$ cat src/rtl/br_seq_ctrl.sv
// -----------------------------------------------------------------------------
// br_seq_ctrl -- microsequencer for a small LC-3 style datapath.
//
// Walks the fetch / decode / execute sequence. All outputs are decoded from
// state and registered (decoded from the next state, so they line up with the
// state they belong to). The one exception is LD_MDR. It must follow Mem_Rdy
// in the same cycle that FETCH2 sees valid data, so it is gated combinationally
// from the registered Mem_OE.
//
// Build option:
//    PAUSE_OP_EN  when defined, opcode 1101 enters a two-step pause handshake
//                 driven by Continue. When undefined, 1101 is a NOP, Paused is
//                 tied low and Continue is ignored.
//
// Ports:
//    Clk        in   system clock, rising edge
//    Reset      in   synchronous active-high reset
//    Run        in   start request, sampled only in HALTED
//    Continue   in   pause release handshake
//    Opcode     in   [3:0] IR[15:12]
//    BEN        in   branch enable, sampled only in BR0
//    Mem_Rdy    in   memory read data valid, sampled only in FETCH2
//    LD_*       out  register load strobes
//    Gate*      out  bus drivers, one-hot or zero
//    PCMUX      out  [1:0] 00 PC+1, 01 PC+off9, 10 BaseR
//    ALUK       out  [1:0] 00 ADD, 01 AND, 10 NOT
//    Mem_OE     out  memory read enable
//    Paused     out  high while holding in a pause state
//
// state   | meaning
// --------+--------------------------------------------------
// HALTED  | idle, waiting for Run
// FETCH1  | MAR <- PC, PC <- PC+1
// FETCH2  | memory read, wait for Mem_Rdy (no timeout)
// FETCH3  | IR <- MDR
// DECODE  | latch BEN, dispatch on Opcode
// EX_ADD  | ALU ADD into register file, set CC
// EX_AND  | ALU AND into register file, set CC
// EX_NOT  | ALU NOT into register file, set CC
// BR0     | branch test on BEN
// BR1     | taken branch, PC <- PC+off9
// JMP     | PC <- BaseR
// PAUSE1  | paused, wait for Continue high
// PAUSE2  | paused, wait for Continue low
// -----------------------------------------------------------------------------
module br_seq_ctrl (
   input  logic       Clk,
   input  logic       Reset,
   input  logic       Run,
   input  logic       Continue,
   input  logic [3:0] Opcode,
   input  logic       BEN,
   input  logic       Mem_Rdy,
   output logic       LD_MAR,
   output logic       LD_MDR,
   output logic       LD_IR,
   output logic       LD_BEN,
   output logic       LD_CC,
   output logic       LD_REG,
   output logic       LD_PC,
   output logic       GatePC,
   output logic       GateMDR,
   output logic       GateALU,
   output logic [1:0] PCMUX,
   output logic [1:0] ALUK,
   output logic       Mem_OE,
   output logic       Paused
);

   typedef enum logic [3:0] {
      S_HALTED = 4'd0,
      S_FETCH1 = 4'd1,
      S_FETCH2 = 4'd2,
      S_FETCH3 = 4'd3,
      S_DECODE = 4'd4,
      S_EX_ADD = 4'd5,
      S_EX_AND = 4'd6,
      S_EX_NOT = 4'd7,
      S_BR0    = 4'd8,
      S_BR1    = 4'd9,
      S_JMP    = 4'd10
`ifdef PAUSE_OP_EN
      ,
      S_PAUSE1 = 4'd11,
      S_PAUSE2 = 4'd12
`endif
   } state_t;

   state_t     state_q;
   state_t     state_d;

   logic       ld_mar_d, ld_ir_d, ld_ben_d, ld_cc_d, ld_reg_d, ld_pc_d;
   logic       gate_pc_d, gate_mdr_d, gate_alu_d, mem_oe_d;
   logic [1:0] pcmux_d, aluk_d;

   always_comb begin
      state_d = S_HALTED;
      case (state_q)
         S_HALTED: state_d = Run ? S_FETCH1 : S_HALTED;
         S_FETCH1: state_d = S_FETCH2;
         S_FETCH2: state_d = Mem_Rdy ? S_FETCH3 : S_FETCH2;
         S_FETCH3: state_d = S_DECODE;
         S_DECODE: begin
            case (Opcode)
               4'b0001: state_d = S_EX_ADD;
               4'b0101: state_d = S_EX_AND;
               4'b1001: state_d = S_EX_NOT;
               4'b0000: state_d = S_BR0;
               4'b1100: state_d = S_JMP;
`ifdef PAUSE_OP_EN
               4'b1101: state_d = S_PAUSE1;
`endif
               default: state_d = S_FETCH1;
            endcase
         end
         S_EX_ADD: state_d = S_FETCH1;
         S_EX_AND: state_d = S_FETCH1;
         S_EX_NOT: state_d = S_FETCH1;
         S_BR0:    state_d = BEN ? S_BR1 : S_FETCH1;
         S_BR1:    state_d = S_FETCH1;
         S_JMP:    state_d = S_FETCH1;
`ifdef PAUSE_OP_EN
         S_PAUSE1: state_d = Continue ? S_PAUSE2 : S_PAUSE1;
         S_PAUSE2: state_d = Continue ? S_PAUSE2 : S_FETCH1;
`endif
         default:  state_d = S_HALTED;
      endcase
   end

   // Output decode of the state being entered; registered below.
   always_comb begin
      ld_mar_d   = 1'b0;
      ld_ir_d    = 1'b0;
      ld_ben_d   = 1'b0;
      ld_cc_d    = 1'b0;
      ld_reg_d   = 1'b0;
      ld_pc_d    = 1'b0;
      gate_pc_d  = 1'b0;
      gate_mdr_d = 1'b0;
      gate_alu_d = 1'b0;
      mem_oe_d   = 1'b0;
      pcmux_d    = 2'b00;
      aluk_d     = 2'b00;
      case (state_d)
         S_FETCH1: begin
            gate_pc_d = 1'b1;
            ld_mar_d  = 1'b1;
            ld_pc_d   = 1'b1;
         end
         S_FETCH2: mem_oe_d = 1'b1;
         S_FETCH3: begin
            gate_mdr_d = 1'b1;
            ld_ir_d    = 1'b1;
         end
         S_DECODE: ld_ben_d = 1'b1;
         S_EX_ADD, S_EX_AND, S_EX_NOT: begin
            gate_alu_d = 1'b1;
            ld_reg_d   = 1'b1;
            ld_cc_d    = 1'b1;
            aluk_d     = (state_d == S_EX_AND) ? 2'b01 :
                         (state_d == S_EX_NOT) ? 2'b10 : 2'b00;
         end
         S_BR1: begin
            ld_pc_d = 1'b1;
            pcmux_d = 2'b01;
         end
         S_JMP: begin
            ld_pc_d = 1'b1;
            pcmux_d = 2'b10;
         end
         default: ;
      endcase
   end

   always_ff @(posedge Clk) begin
      if (Reset) begin
         state_q <= S_HALTED;
         LD_MAR  <= 1'b0;
         LD_IR   <= 1'b0;
         LD_BEN  <= 1'b0;
         LD_CC   <= 1'b0;
         LD_REG  <= 1'b0;
         LD_PC   <= 1'b0;
         GatePC  <= 1'b0;
         GateMDR <= 1'b0;
         GateALU <= 1'b0;
         PCMUX   <= 2'b00;
         ALUK    <= 2'b00;
         Mem_OE  <= 1'b0;
      end else begin
         state_q <= state_d;
         LD_MAR  <= ld_mar_d;
         LD_IR   <= ld_ir_d;
         LD_BEN  <= ld_ben_d;
         LD_CC   <= ld_cc_d;
         LD_REG  <= ld_reg_d;
         LD_PC   <= ld_pc_d;
         GatePC  <= gate_pc_d;
         GateMDR <= gate_mdr_d;
         GateALU <= gate_alu_d;
         PCMUX   <= pcmux_d;
         ALUK    <= aluk_d;
         Mem_OE  <= mem_oe_d;
      end
   end

   // Mem_OE is high only in FETCH2, so this strobes MDR exactly on the
   // cycle the read data becomes valid.
   assign LD_MDR = Mem_OE & Mem_Rdy;

`ifdef PAUSE_OP_EN
   logic paused_q;

   always_ff @(posedge Clk) begin
      if (Reset) paused_q <= 1'b0;
      else       paused_q <= (state_d == S_PAUSE1) || (state_d == S_PAUSE2);
   end

   assign Paused = paused_q;
`else
   logic unused_continue;

   assign unused_continue = Continue;
   assign Paused          = 1'b0;
`endif

endmodule

$ cat config.mk
export PLATFORM = sky130hd
export DESIGN_NAME = br_seq_ctrl
export DESIGN_NICKNAME = d
export VERILOG_FILES = /design/src/rtl/br_seq_ctrl.sv
export SDC_FILE = /design/constraint.sdc
export NUM_CORES = 1
export LEC_CHECK = 0
export ABC_AREA = 1
export ABC_CLOCK_PERIOD_IN_PS = 1200
export CAP_MARGIN = 15
export CORE_ASPECT_RATIO = 1.1
export CORE_UTILIZATION = 39
export DETAILED_ROUTE_END_ITERATION = 10
export GPL_TIMING_DRIVEN = 0
export PLACE_DENSITY = 0.7
export SLEW_MARGIN = 10
export SYNTH_ARGS = -nofsm -noshare
export SYNTH_HDL_FRONTEND = slang
export SYNTH_SLANG_ARGS = --single-unit
$ cat constraint.sdc
create_clock -name Clk -period 1.2 [get_ports Clk]
set_clock_uncertainty 0.2 [all_clocks]
set_input_delay 0.24 -clock Clk [delete_from_list [all_inputs] [get_ports Clk]]
set_output_delay 0.24 -clock Clk [all_outputs]
set_load 0.02 [all_outputs]
==> flow_metrics.tcl <==
set metrics [dict create \
    grt_overflow 0 \
    yosys.area_share.xor_xnor_pct 0 \
    min_period_ns 1.38 \
    tns_ns -1.79 \
    reg2regPathDepth 8 \
    worstHoldPathCells 4 \
    netlist_instances 110 \
    endpoint_kind "flip-flop" \
    synthArstFlopShare_pct 0 \
    r2r_end "ALUK[0]" \
    ys_seq_area_share_pct 37.5 \
    rsz0062_at_grt "true" \
    root_buffer "clkbuf_4" \
    crit_path_frequent_cell "nor2_4" \
    hp-start "Reset" \
    drive_above_1_share_pct 52.5 \
    synthTopCellsByArea "dfxtp_1 38%, nand2_1 14%, nor2_1 7.5%" \
    path_class "flip-flop to flip-flop" \
    leakage_nw 0.584 \
    status "complete, but fails checks" \
    p_comb_share_pct 27.0 \
    syn-mean-instance-area_um2 6.79 \
    hold_class "input port to flip-flop" \
    synth-compound-area-share_pct 4.02 \
    syn2layout_area_growth_pct 54.4 \
    critPathLaunchType "flip-flop" \
    fp.dieW_um 43.7 \
    clock_power_share_pct 29.6 \
    fill_cells 160 \
    dp.final_hpwl_um 1190 \
    synth.distinct_cells 19 \
    worstPathMaxFanout 4 \
    regToRegSetupSlack_ns -0.18 \
    p_per_area_nw_per_um2 1030 \
    hold_slack_ns -0.00463 \
    io_buffers 22 \
    synth-adder-area-share_pct 0 \
    first_iter_violations 8 \
    grt_pass1_vias 628 \
    grt_pass1_wl_um 2460 \
    die_h_um 47.9 \
    stdcell_count 157 \
    setup_violations 17 \
    layout.nets 150 \
    path_clk_slew_ns 0.09 \
    layout_setup_ws_ns -0.180 \
    yosysMostFrequentCell "nand2_1" \
    peakVddDrop_v 0.000885 \
    initial_utilization_pct 41.9 \
    htreeDepth 1 \
    cap_violations 0 \
    p_int_mw 0.813 \
    cts_tree "yes" \
    switchingPower_mw 0.372 \
    vias_per_cell 4.72 \
    synthMuxAreaShare_pct 0 \
    antenna_found_initial 0 \
    drv_slew 0 \
    p_total_mw 1.18 \
    insertion_delay_ns 0.29 \
    firstDrtPassIters 7 \
    seqPwrFrac_pct 43.4 \
    yosysWarnings 0 \
    synth_common_cells "27 x nand2_1, 15 x nor2_1, 14 x dfxtp_1" \
    hold_viol_final 1 \
    synth_area_um2 747 \
    max_stage_delay_ns 0.38 \
    synth-edff-count 0 \
    yosys.area.top_type_share_pct 37.5 \
    wl_um 1690 \
    grt_start_max_net_pins 9 \
    ys_ff_latch 14 \
    gp_congestion 0.875 \
    syn_nets 120 \
    ant_nets 0 \
    numCtsBuffers 3 \
    hold_end "ALUK[1]" \
    core.rowCount 16 \
    clock_path_buffers 2 \
    utilization_pct 64.7 \
    synth-simple-area-share_pct 41.9 \
    cp_slowest_cell "dfxtp_4" \
    violations "DRC, hold timing, setup timing" \
    wire_per_inst_um 10.8 \
    vias 741 \
    required_ns 1.23 \
    dp_cells 150 \
    synth_flop_cell "dfxtp_1" \
    core-area_um2 1780 \
    antenna_cells 0 \
    dp_slack_ns -0.692 \
    die_area_um2 2090 \
    finalCritPeriodShare_pct 115 \
    max_freq_mhz 725 \
    reg2reg_from "state_q[1]" \
    grt_use_total_pct 16.2 \
    switching_share_pct 31.4 \
    cts_sinks 14 \
    route.detailed.drc 3 \
    synth_top_family_by_area "simple AND/OR/NAND/NOR gates" \
    crit_arrival_ns 1.41 \
    crit_chain "inv_4 > nand2_4 > nor2_4 > nand3_2 > o21a_4 > nor2_4 > inv_2 > nor2_2" \
    synth_top_area_cell "dfxtp_1" \
    io-pin-count 26 \
]
==> registers in the layout (all words and copies together), names as in the netlist <==
name,count
state_q,4
ALUK,2
PCMUX,2
GateALU,1
GateMDR,1
GatePC,1
LD_BEN,1
LD_PC,1
Mem_OE,1
==> cell families after synthesis <==
| logic type | after synthesis |
|---|---|
| compound gates | 4 |
| simple gates | 67 |
| buf+inv | 24 |
| other cells | 1 |
| flops | 14 |
==> layout by cell type (no fill, tap or decap), drive strengths merged <==
master	n
nor3	2
and3	1
clkdlybuf4s50	2
nand3b	1
buf	23
nand3	12
clkbuf	4
dlygate4sd3	1
nand2	30
dfxtp	14
a21oi	2
dlygate4sd2	5
inv	18
conb	1
o21a	1
o21ai	1
nor2	21
==> per-stage QoR <==
stage                     hold WS (ns)  instance area [um^2]
after floorplan                  0.202                   754
after global placement           0.233                   997
after detailed placement         0.232                   997
after CTS                      -0.0736                  1060
after global routing           -0.0185                  1150
final                         -0.00463                  1150
==> power by group through the flow <==
stage	clock network (mW)	logic, mW	registers, mW
2_1_floorplan	0	0.169	0.532
3_3_place_gp	0	0.280	0.515
3_5_place_dp	0	0.281	0.516
4_1_cts	0.346	0.289	0.505
5_1_grt	0.390	0.348	0.518
6_report	0.351	0.319	0.514
==> routing by layer <==
layer  part of all wire (%)  up-vias  global-route usage [%]
met5                      0        -                       0
met4                   0.53        0                    3.75
met3                    5.4        2                    6.04
met2                     56       17                    32.2
met1                     38      335                    16.1
li1                       -      387                       -
==> final cells by class <==
cell class                      count  area, um^2  area share (%)
Timing Repair Buffer               25         254            22.0
Multi-Input combinational cell     72         394            34.2
Buffer                              6        67.6            5.86
Inverter                           18        72.6            6.29
Sequential cell                    14         307            26.6
Tap cell                           18        22.5            1.95
Clock buffer                        4        36.3            3.15
==> how the worst max path moves through the flow <==
stage,end,start
final,ALUK[0],state_q[1]
after global routing,ALUK[0],state_q[1]
after CTS,ALUK[0],state_q[3]
after detailed placement,LD_MDR,Mem_Rdy
after floorplan,Mem_OE,state_q[1]
after global placement,LD_MDR,Mem_Rdy
==> repair_timing <==
action                                 CTS  global route
buffers inserted                         1             1
pin swaps                                9             5
setup endpoints to repair               25            26
endpoints found under the hold margin    7             6
gates resized for setup                101            28
cloned                                   0             0
==> worst max-delay path: cells and delay by family (launching register included) <==
kind,cells,cell delay (ns)
AOI/OAI and AO/OA,1,0.14
DFF,1,0.38
and+or+nand+nor,5,0.47
buffers and inverters,2,0.13
No activity file was read; power rests on OpenSTA's default activity.
